===== config.mk =====
export PLATFORM = sky130hd
export DESIGN_NAME = ram_alu_sequencer
export DESIGN_NICKNAME = d
export VERILOG_FILES = /design/src/rtl/ram_alu_sequencer.sv
export SDC_FILE = /design/constraint.sdc
export NUM_CORES = 1
export LEC_CHECK = 0
export ABC_AREA = 1
export CORE_MARGIN = 2
export CORE_UTILIZATION = 44
export CTS_CLUSTER_SIZE = 20
export DETAILED_ROUTE_END_ITERATION = 8
export GPL_TIMING_DRIVEN = 0
export PLACE_DENSITY_LB_ADDON = 0.2
export SLEW_MARGIN = 25
export SYNTH_ARGS = -nofsm -noshare
export SYNTH_HDL_FRONTEND = slang
export SYNTH_SLANG_ARGS = --single-unit

===== constraint.sdc =====
create_clock -name clock -period 1.4 [get_ports clock]
set_input_delay 0.28 -clock clock [delete_from_list [all_inputs] [get_ports clock]]
set_output_delay 0.28 -clock clock [all_outputs]
set_load 0.02 [all_outputs]

===== src/rtl/ram_alu_sequencer.sv =====
// Execute-stage controller for the 16x4 operand RAM: fetch two operands, apply
// a 2-bit-coded ALU op, and write the result back to the RAM.
module ram_alu_sequencer #(
    parameter int DW = 4,
    parameter int AW = 4
) (
    input  logic          clock,
    input  logic          reset_n,
    input  logic          start,
    input  logic [1:0]    opcode,
    input  logic [AW-1:0] src1,
    input  logic [AW-1:0] src2,
    input  logic [AW-1:0] dst,
    output logic          busy,
    output logic          done,
    output logic [DW-1:0] result,
    output logic          carry,
    output logic          ram_we,
    output logic [AW-1:0] ram_addr,
    output logic [DW-1:0] ram_data,
    output logic [AW-1:0] ram_addrop1,
    output logic [AW-1:0] ram_addrop2,
    input  logic [DW-1:0] ram_rdataop1,
    input  logic [DW-1:0] ram_rdataop2
);

    typedef enum logic [2:0] {
        IDLE  = 3'd0,
        READ  = 3'd1,
        EXEC  = 3'd2,
        WRITE = 3'd3,
        DONE  = 3'd4
    } state_t;

    state_t        state, state_nxt;
    logic [1:0]    op_q;
    logic [AW-1:0] src1_q, src2_q, dst_q;

    // Returns {carry, result}; carry is the ADD carry-out or the SUB borrow.
    function automatic logic [DW:0] alu(input logic [1:0] op,
                                        input logic [DW-1:0] a,
                                        input logic [DW-1:0] b);
        logic [DW:0] r;
        case (op)
            2'b00:   r = {1'b0, a} + {1'b0, b};
            2'b01:   r = {(a < b), a - b};
            2'b10:   r = {1'b0, a & b};
            default: r = {1'b0, a ^ b};
        endcase
        return r;
    endfunction

    always_comb begin
        state_nxt = state;
        case (state)
            IDLE:    if (start) state_nxt = READ;
            READ:    state_nxt = EXEC;
            EXEC:    state_nxt = WRITE;
            WRITE:   state_nxt = DONE;
            DONE:    state_nxt = IDLE;
            default: state_nxt = IDLE;
        endcase
    end

    // Control outputs are registered from the next state so they line up with it.
    always_ff @(posedge clock or negedge reset_n) begin
        if (!reset_n) begin
            state  <= IDLE;
            busy   <= 1'b0;
            done   <= 1'b0;
            ram_we <= 1'b0;
            carry  <= 1'b0;
            result <= '0;
            op_q   <= '0;
            src1_q <= '0;
            src2_q <= '0;
            dst_q  <= '0;
        end else begin
            state  <= state_nxt;
            busy   <= (state_nxt != IDLE);
            done   <= (state_nxt == DONE);
            ram_we <= (state_nxt == WRITE);
            if (state == IDLE && start) begin
                op_q   <= opcode;
                src1_q <= src1;
                src2_q <= src2;
                dst_q  <= dst;
            end
            // Registered RAM read data is valid during EXEC.
            if (state == EXEC)
                {carry, result} <= alu(op_q, ram_rdataop1, ram_rdataop2);
        end
    end

    assign ram_addr    = dst_q;
    assign ram_data    = result;
    assign ram_addrop1 = src1_q;
    assign ram_addrop2 = src2_q;

endmodule


Yosys cells after proc, flatten, opt, wreduce, memory -nomap -nowiden
Index checks and enable logic that the tools add are counted.
{"block": "word_totals", "register_bits": 25, "output_inout_bits": 24, "word_cells": 29, "inputBits": 25}
{"block": "classes", "n_mux": 3, "eq_ne": 7, "n_lt_le_gt_ge": 1, "addsub": 2, "reduce_logical": 4, "n_bitwise": 2}
{"operator": "case mux 5 bit (3 select lines)", "n": 1}
{"operator": "case mux 3 bit (4 select lines)", "n": 1}
{"operator": "== test 3 x 2 -> 1 bit, second input constant", "n": 3}
{"operator": "adder 4 x 4 -> 5 bit", "n": 1}
{"operator": "bitwise AND 4 bit", "n": 1}
{"operator": "less-than comparator 4 bit", "n": 1}
{"operator": "subtractor 4 bit", "n": 1}
{"operator": "XOR 4 bit", "n": 1}
{"operator": "== test 3 x 1 -> 1 bit, second input constant", "n": 1}
{"operator": "== test 3 bit, second input constant", "n": 1}
{"operator": "logical NOT 3 bit", "n": 1}
{"operator": "2-to-1 mux 3 bit", "n": 1}
{"operator": "nonzero test 3 bit", "n": 1}
{"operator": "== test 2 x 1 -> 1 bit, second input constant", "n": 1}
{"operator": "== test 2 bit, second input constant", "n": 1}
{"operator": "logical NOT 2 bit", "n": 1}
{"operator": "logical AND 1 bit", "n": 1}

Longest topological paths before layout
Gate-level depths: netlist (run 1).
{"block": "depth", "depth_word": 3, "mapped_depth": 11, "depth_no_buf": 11}

Worst setup path after synthesis (run 1)
No wires, ideal clock.
{"block": "synth_path", "path_type": "input to register", "from": "in ram_rdataop1[0]", "to": "reg carry", "stages": 8, "setup_ps": 123, "setup_slack_ps": -64, "n_path_buf": 0, "t_arrival_ps": 1341, "t_required_ps": 1277, "cell_sequence": "ha_1 fa_1 inv_1 nor2_1 o21ai_0 a21boi_0 o21ai_0 nand2_1"}
{"block": "synth_between", "elab_chain_len": 2, "elab_cells_between_ends": 3, "classes_between": "add/sub (1); order compare (1); mux (1)"}
{"element": "from (decl)", "line_no": "23", "source": "input logic [DW-1:0] ram_rdataop1,"}
{"element": "adder 4 x 4 -> 5 bit or less-than comparator 4 bit (tied branches)", "line_no": "45, 46"}
{"element": "case mux 5 bit (3 select lines) *", "line_no": "44", "source": "case (op)"}
{"element": "to (signal assigned)", "line_no": "91", "source": "{carry, result} <= alu(op_q, ram_rdataop1, ram_rdataop2);"}
{"element": "to (decl)", "line_no": "17", "source": "output logic carry,"}
Mark *: on every way between the ends. The rest lies on a longest branch, timed or not.
A chain may end at the register's enable or synchronous reset.

Worst setup path after layout (run 1)
{"block": "layout_path", "from": "reg src1_q[2] (netlist: ram_addrop1[2])", "to": "out ram_addrop1[2]"}
{"element": "from (decl)", "line_no": "37", "source": "logic [AW-1:0] src1_q, src2_q, dst_q;"}
{"element": "from (signal assigned)", "line_no": "85", "source": "src1_q <= src1;"}
{"element": "to (decl)", "line_no": "21", "source": "output logic [AW-1:0] ram_addrop1,"}
No word-level cell between the ends.

==> results of run 1 <==
==> worst max-delay path by stage <==
stage | from | endpoint | slack [ps]
detailed placement | ram_rdataop1[0] | carry | -640
CTS | ram_data[1] | result[1] | 4
global placement | ram_rdataop1[0] | carry | -610
floorplan | ram_rdataop1[0] | carry | 0.6
finish | ram_addrop1[2] | ram_addrop1[2] | 70
global route | ram_rdataop2[1] | ram_data[3] | -3
==> stage by stage <==
stage | std cells | power, W | setup TNS [ps]
4_1_cts | 226 | 0.003762 | 0
6_report | 225 | 0.003789 | 0
3_3_place_gp | 217 | 0.003552 | -8654
3_5_place_dp | 217 | 0.003602 | -3533
5_1_grt | 225 | 0.004053 | -2.976
2_1_floorplan | 136 | 0.002660 | 0
==> Yosys cell counts <==
| cell type | number |
|---|---|
| sky130_fd_sc_hd__mux2_2 | 7 |
| sky130_fd_sc_hd__inv_1 | 18 |
| sky130_fd_sc_hd__ha_1 | 8 |
| sky130_fd_sc_hd__nor3_4 | 1 |
| sky130_fd_sc_hd__mux2_4 | 5 |
| sky130_fd_sc_hd__o21ai_0 | 8 |
| sky130_fd_sc_hd__buf_4 | 4 |
| sky130_fd_sc_hd__o21a_1 | 1 |
| sky130_fd_sc_hd__fa_1 | 2 |
| sky130_fd_sc_hd__inv_2 | 1 |
| sky130_fd_sc_hd__a21boi_0 | 1 |
| sky130_fd_sc_hd__nand3_1 | 6 |
| sky130_fd_sc_hd__nand2_4 | 1 |
| sky130_fd_sc_hd__nor2_4 | 1 |
| sky130_fd_sc_hd__nand2_1 | 21 |
| sky130_fd_sc_hd__buf_2 | 1 |
| sky130_fd_sc_hd__nor2_1 | 8 |
| sky130_fd_sc_hd__buf_6 | 1 |
| sky130_fd_sc_hd__dfrtp_1 | 25 |
| sky130_fd_sc_hd__o211ai_1 | 2 |
| sky130_fd_sc_hd__nor2_2 | 1 |
| sky130_fd_sc_hd__nor3b_1 | 1 |
| sky130_fd_sc_hd__a21oi_1 | 12 |
==> flip-flops by register name, summed over array words and instances (netlist names) <==
signal,cells
done,1
op_q,2
ram_addrop1,4
carry,1
busy,1
ram_data,4
ram_addrop2,4
ram_we,1
state,3
ram_addr,4
==> power by group through the flow <==
stage	registers [W]	logic, W	clock network (W)
after global routing	0.00136	0.00233	0.000360
after CTS	0.00131	0.00213	0.000326
final	0.00132	0.00215	0.000321
after global placement	0.00132	0.00223	0
after detailed placement	0.00134	0.00226	0
after floorplan	0.00167	0.000990	0
==> final cells by class <==
class	instances	area, um^2	share of cell area [%]
Buffer	4	37.54	1.906
Multi-Input combinational cell	86	670.6	34.05
Timing Repair Buffer	54	495.5	25.16
Sequential cell	25	626.9	31.83
Clock buffer	4	26.28	1.334
Inverter	19	71.32	3.621
Tap cell	33	41.29	2.097
==> worst register-to-register path, cell delays in order, from the launching register on <==
cell and delay (ps):
sky130_fd_sc_hd__dfrtp_2 480, sky130_fd_sc_hd__nor2_2 160, sky130_fd_sc_hd__nand2_4 110, sky130_fd_sc_hd__buf_6 170
sky130_fd_sc_hd__mux2_4 290
==> cells by family (layout without fill, tap and decap cells) <==
group	count (synthesis)	count (layout)	share of synthesized area [%]
AND/OR/NAND/NOR	40	40	14.09
flip-flops	25	25	46.04
buffers and inverters	25	81	8.655
AO/OA/AOI/OAI	24	24	9.577
multiplexers	12	12	11.33
adder cells (fa/ha/maj)	10	10	10.31
==> cells in the final DEF, fill, tap and decap left out, types with 4 or more instances in the layout <==
cell type,n
sky130_fd_sc_hd__a21oi_1,10
sky130_fd_sc_hd__buf_4,6
sky130_fd_sc_hd__buf_6,7
sky130_fd_sc_hd__clkdlybuf4s50_1,17
sky130_fd_sc_hd__dfrtp_1,24
sky130_fd_sc_hd__dlygate4sd2_1,21
sky130_fd_sc_hd__ha_1,4
sky130_fd_sc_hd__inv_1,13
sky130_fd_sc_hd__inv_2,6
sky130_fd_sc_hd__mux2_2,7
sky130_fd_sc_hd__mux2_4,5
sky130_fd_sc_hd__nand2_1,21
sky130_fd_sc_hd__nand3_1,6
sky130_fd_sc_hd__nor2_1,7
sky130_fd_sc_hd__o21ai_0,5
==> what timing repair did <==
action                                 CTS  global route
gates resized for setup                 52            21
pin swaps                                2             4
setup endpoints to repair               28            13
gates cloned                             0             0
endpoints found under the hold margin   25             0
hold buffers                             1             0
buffers inserted                         4             2
==> per-layer routing <==
layer,up-vias,global-route usage (%),wire length (um)
met3,6,4.585,136
met1,515,21.81,1251
met4,0,5.714,61
li1,553,-,-
met2,37,28.73,1480
met5,-,0,0
==> out/summary.md, run 1 <==
## Outcome
* **run status** finished, final reports clean

## Place
* **hpwl dp** 2.139 mm
* **count of port buffers added during placement** 48
* **GPL Wtd Cong** 0.9376
* **placement-stage worst setup slack** -644.1 ps
* **Post-Place Cell Area** 1883 um^2

## Clock network
* **Max Buffers Root-to-Sink** 2
* **worst-skew pair later-pin latency** 320 ps
* **clock tree from TritonCTS** done
* **CTS Sinks** 25
* **Clock transition at path regs** 130 ps
* **root buf cell** sky130_fd_sc_hd__clkbuf_4
* **TritonCTS Buffers** 3
* **CTS H-tree lvls** 1

## GRT
* **overall track demand over capacity in global routing** 17.28%
* **pin count of the biggest net entering global routing** 26
* **total grt overflow** 0
* **first-pass GRT wire length** 4.629 mm
* **antenna violations before repair** 0
* **vias in the first global route** 1049

## Timing
* **Final setup violation count** 0
* **headroom to the max-slew limit** 64.32%
* **peak clock frequency supported by timing** 749.5 MHz
* **Least-Margin Pin Slew** 535.2 ps
* **worst setup slack after layout** 65.80 ps
* **Final Hold Fails** 0
* **clk_skew** 1.935 ps
* **Slew Viols, Final** 0
* **Final Cycle Share** 95.30%
* **worst hold slack after final layout** 461.1 ps
* **min Tclk post-route** 1334 ps

## Floorplanning
* **full die area** 3549 um^2
* **floorplan core area** 3003 um^2
* **width of the die** 59.57 um
* **height of the die** 59.57 um
* **IO Pins** 49
* **cell row count** 20
* **effective utilization at floorplan** 45.25%

## Worst setup path
* **largest fanout on the critical path** 2
* **worst-case reg-to-reg path depth** 4
* **dominant delay contributor by cell family on the critical path** flip-flops
* **endpoint of the lowest-slack register-to-register path** ram_addrop1[1]
* **crit start category** flip-flop
* **Cell Chain, Critical Path** dlygate4sd2_1
* **Critical Path Sink Type** output port
* **stages on the worst setup path** 1
* **R2R Setup Slk** 90 ps
* **count of buffer and inverter cells on the critical path** 1
* **kind of critical path** flip-flop to output port
* **startpoint of the most critical register-to-register path** state[2]
* **CP peak stage delay** 410 ps
* **Worst path slowest cell** sky130_fd_sc_hd__dfrtp_1
* **critical path required time** 1120 ps
* **arrival time of the worst setup path** 1050 ps

## Final layout
* **final core utilization** 65.58%
* **layout filler cell count** 253
* **area added between synthesis and finish** 44.94%
* **antenna cells** 0
* **Final Cell Area** 1969 um^2
* **nets@finish** 228
* **share of final-layout standard cells stronger than drive strength 1** 26.56%

## Logic synthesis
* **Mean Syn Cell Area** 9.991 um^2
* **register area share after synthesis** 46.04%
* **Netlist Area Pre-Place** 1359 um^2
* **share of the synthesized area in the top cell type** 46.04%
* **post-synthesis cell type count** 23
* **count of mapped cells out of synthesis** 136
* **library cell with the largest summed area after synthesis** sky130_fd_sc_hd__dfrtp_1
* **Synth Net Count** 171
* **Synth Warn #** 0
* **number of flip-flops and latches in the synthesized netlist** 25
* **top cells by area in the synthesized netlist** sky130_fd_sc_hd__dfrtp_1 46%, sky130_fd_sc_hd__ha_1 7.4%, sky130_fd_sc_hd__mux2_2 5.8%, sky130_fd_sc_hd__nand2_1 5.8%, sky130_fd_sc_hd__mux2_4 5.5%

## Worst hold path
* **hold crit path type** input pin to asynchronous set/reset pin

## Run
* **max-cap violations** 0

## Power
* **share of total power in the clock network** 8.5%
* **peak supply drop** 1157 uV
* **internal power** 0.002210 W
* **PwrDens** 1924 nW/um^2
* **Logic pwr share** 56.7%
* **Static Leakage** 0.9819 nW
* **P_sw** 0.001579 W
* **part of the power in registers** 34.8%
* **fraction of power spent switching nets** 41.66%

## Detailed routing
* **routed wire length per instance** 13.02 um
* **total iterations of the first detailed-routing run** 4
* **Initial DRC Count** 25
* **DRC violation count after routing** 0
* **remaining antenna violation count** 0
* **via count** 1111
* **mean number of vias per cell** 4.938
* **final wirelength** 2.929 mm

No activity file was read; power rests on OpenSTA's default activity.
==> inputs of run 2 (changes only) <==
--- a/config.mk
+++ b/config.mk
@@ -7,7 +7,8 @@
 export LEC_CHECK = 0
 export ABC_AREA = 1
 export CORE_MARGIN = 2
-export CORE_UTILIZATION = 44
+export CORE_UTILIZATION = 46
+export CTS_BUF_LIST = sky130_fd_sc_hd__clkbuf_4
 export CTS_CLUSTER_SIZE = 20
 export DETAILED_ROUTE_END_ITERATION = 8
 export GPL_TIMING_DRIVEN = 0
==> constraint.sdc (replaced) <==
create_clock -name clock -period 1.4 [get_ports clock]
set_input_delay 0.14 -clock clock [delete_from_list [all_inputs] [get_ports clock]]
set_output_delay 0.14 -clock clock [all_outputs]
set_load 0.02 [all_outputs]
==> run 2 against run 1 <==
Against the previous run:
- critical path type is now input pin to flip-flop
- combinational power fell by 5%
- sequential share of layout area is 0.43 points higher
- core utilization up 4.3 points
==> out/summary.md, run 2 (synthesized netlist as in run 1, its figures left out) <==
## Outcome
* **run status** finished, final reports clean

## Final layout
* **Final Cell Area** 1943 um^2, -1.3%
* **count of non-filler cells in the finished layout** 220, -2.2%
* **combined flip-flop and latch cell area** 626.9 um^2, unchanged
* **layout filler cell count** 227, -10%
* **most frequent cells in the layout** 26 x sky130_fd_sc_hd__dlygate4sd2_1, 24 x sky130_fd_sc_hd__dfrtp_1, 21 x sky130_fd_sc_hd__nand2_1
* **most common cell after layout, fill and taps aside** sky130_fd_sc_hd__dlygate4sd2_1
* **area of the multi-input gates** 660.6 um^2, -1.5%
* **area added between synthesis and finish** 43.00%
* **nets@finish** 225, -1.3%
* **antenna cells** 0, unchanged
* **share of final-layout standard cells stronger than drive strength 1** 19.58%, -7.0 points

## Power
* **PwrDens** 1901 nW/um^2, -1.2%
* **peak supply drop** 1670 uV, +44%
* **Static Leakage** 1.010 nW, +2.9%

## Worst setup path
* **end point of the critical path** carry
* **endpoint of the lowest-slack register-to-register path** ram_addrop1[1]
* **critical path required time** 1620 ps, +500 ps
* **R2R Setup Slk** 70 ps, -20 ps
* **Cell Chain, Critical Path** dlygate4sd2_1 -> inv_1 -> ha_2 -> fa_1 -> inv_1 -> a21oi_1 -> o21a_1 -> o21ai_1 -> nand2_1
* **stages on the worst setup path** 9, +8
* **crit start category** input pin
* **Top cell by count, worst path** sky130_fd_sc_hd__inv_1
* **Critical Path Sink Type** flip-flop
* **source of the critical timing path** ram_rdataop1[0]
* **CP peak stage delay** 360 ps, -50 ps
* **startpoint of the most critical register-to-register path** state[2]
* **dominant delay contributor by cell family on the critical path** adder cells
* **worst-case reg-to-reg path depth** 4, unchanged
* **Worst path slowest cell** sky130_fd_sc_hd__fa_1
* **kind of critical path** input pin to flip-flop
* **largest fanout on the critical path** 3, +1
* **count of buffer and inverter cells on the critical path** 3, +2
* **arrival time of the worst setup path** 1560 ps, +510 ps

## Timing
* **Final Hold Fails** 0, unchanged
* **Final Cycle Share** 96.16%, +0.86 points
* **Least-Margin Pin Slew** 537.9 ps, +2.691 ps
* **clk_skew** 4.506 ps, +2.571 ps
* **worst setup slack after layout** 53.70 ps, -12.10 ps
* **peak clock frequency supported by timing** 742.8 MHz, -0.90%
* **Slew Viols, Final** 0, unchanged
* **headroom to the max-slew limit** 64.14%, -0.18 points
* **min Tclk post-route** 1346 ps, +12.10 ps
* **setup repair after global routing missed its margin** false
* **Final setup violation count** 0, unchanged

## GRT
* **pin count of the biggest net entering global routing** 26, unchanged
* **vias in the first global route** 1152, +9.8%
* **overall track demand over capacity in global routing** 18.23%, +0.95 points
* **total grt overflow** 0, unchanged
* **first-pass GRT wire length** 4.816 mm, +4.0%
* **antenna violations before repair** 0, unchanged

## Clock network
* **clock tree from TritonCTS** done
* **root buf cell** sky130_fd_sc_hd__clkbuf_4
* **Max Buffers Root-to-Sink** 2, unchanged
* **CTS H-tree lvls** 1, unchanged
* **TritonCTS Buffers** 3, unchanged
* **CTS Sinks** 25, unchanged
* **Setup Fix Bufs, Post-CTS** 0, -4
* **worst-skew pair later-pin latency** 310 ps, about the same
* **Clock transition at path regs** 130 ps, about the same

## Floorplanning
* **cell row count** 19, -5.0%
* **effective utilization at floorplan** 48.85%, +3.6 points
* **floorplan core area** 2781 um^2, -7.4%
* **IO Pins** 49, unchanged
* **width of the die** 58.35 um, -2.0%
* **full die area** 3405 um^2, -4.1%
* **height of the die** 58.35 um, -2.0%

## Detailed routing
* **mean number of vias per cell** 4.945, +0.16%
* **via count** 1088, -2.1%
* **DRC violation count after routing** 0, unchanged
* **Initial DRC Count** 18, -28%
* **remaining antenna violation count** 0, unchanged
* **routed wire length per instance** 12.76 um, -2.0%
* **final wirelength** 2.807 mm, -4.2%
* **total iterations of the first detailed-routing run** 4, unchanged

## Place
* **Post-Place Cell Area** 1873 um^2, -0.53%
* **placement-stage worst setup slack** -569.7 ps, +74.43 ps
* **count of port buffers added during placement** 48, unchanged
* **Placed Cells** 215, -0.92%
* **GPL Wtd Cong** 0.8838, -5.7%
* **hpwl dp** 2.231 mm, +4.3%

## Worst hold path
* **hold crit path type** input pin to asynchronous set/reset pin

## Run
* **max-cap violations** 0, unchanged

-- run 2: power by group --
group | switching [W] | total (W) | internal [W]
Combinational | 0.00111 | 0.00204 | 0.000933
Clock | 0.000203 | 0.000333 | 0.000131
Sequential | 0.000239 | 0.00132 | 0.00108
Total | 0.00155 | 0.00369 | 0.00214
-- run 2: worst reg2reg max path, stage by stage, from the launching register on --
cell and delay, ps:
sky130_fd_sc_hd__dfrtp_2 480, sky130_fd_sc_hd__nor2_2 170, sky130_fd_sc_hd__nand2_4 110, sky130_fd_sc_hd__buf_6 170, sky130_fd_sc_hd__mux2_4 300
-- run 2: cell type report --
class | instances | share of cell area [%]
Buffer | 6 | 2.704
Clock buffer | 4 | 1.545
Inverter | 19 | 3.670
Multi-Input combinational cell | 86 | 34.00
Sequential cell | 25 | 32.26
Tap cell | 31 | 1.996
Timing Repair Buffer | 49 | 23.82
-- run 2: worst min path at each step --
stage | from | end | slack, ps | cells past startpoint
2_1_floorplan | reset_n | busy | -160 | 0
6_report | reset_n | ram_we | 320 | 2
3_3_place_gp | ram_addr[0] | ram_addr[0] | 490 | 1
3_5_place_dp | reset_n | ram_data[0] | 160 | 1
4_1_cts | reset_n | ram_data[0] | 330 | 2
5_1_grt | reset_n | ram_data[0] | 360 | 2
-- run 2: per-layer routing --
layer  vias to the layer above  GRT usage (%)  part of all wire [%]  wire, um
met1                       509          22.69                    42      1188
met2                        37          32.26                    51      1435
met5                         -              0                     0         0
li1                        542              -                     -         -
met3                         0          5.495                   6.5       183
met4                         0          1.993                     0         0
-- run 2: stage by stage --
stage | utilization (%) | TNS [ps] | hold slack (ps) | total power (W)
2_1_floorplan | - | 0 | -155.6 | 0.002658
3_3_place_gp | 67.52 | -2820 | 485.7 | 0.003553
3_5_place_dp | 67.34 | -2176 | 157.9 | 0.003618
4_1_cts | 68.74 | -67.39 | 331.0 | 0.003730
5_1_grt | 69.86 | 0 | 360.7 | 0.003983
6_report | 69.86 | 0 | 317.8 | 0.003695
-- run 2: what timing repair did --
item | CTS | global route
resized for setup | 36 | 9
endpoints found under the setup margin | 28 | 9
hold buffers | 1 | 0
pin swaps | 1 | 1
endpoints found under the hold margin | 25 | 0
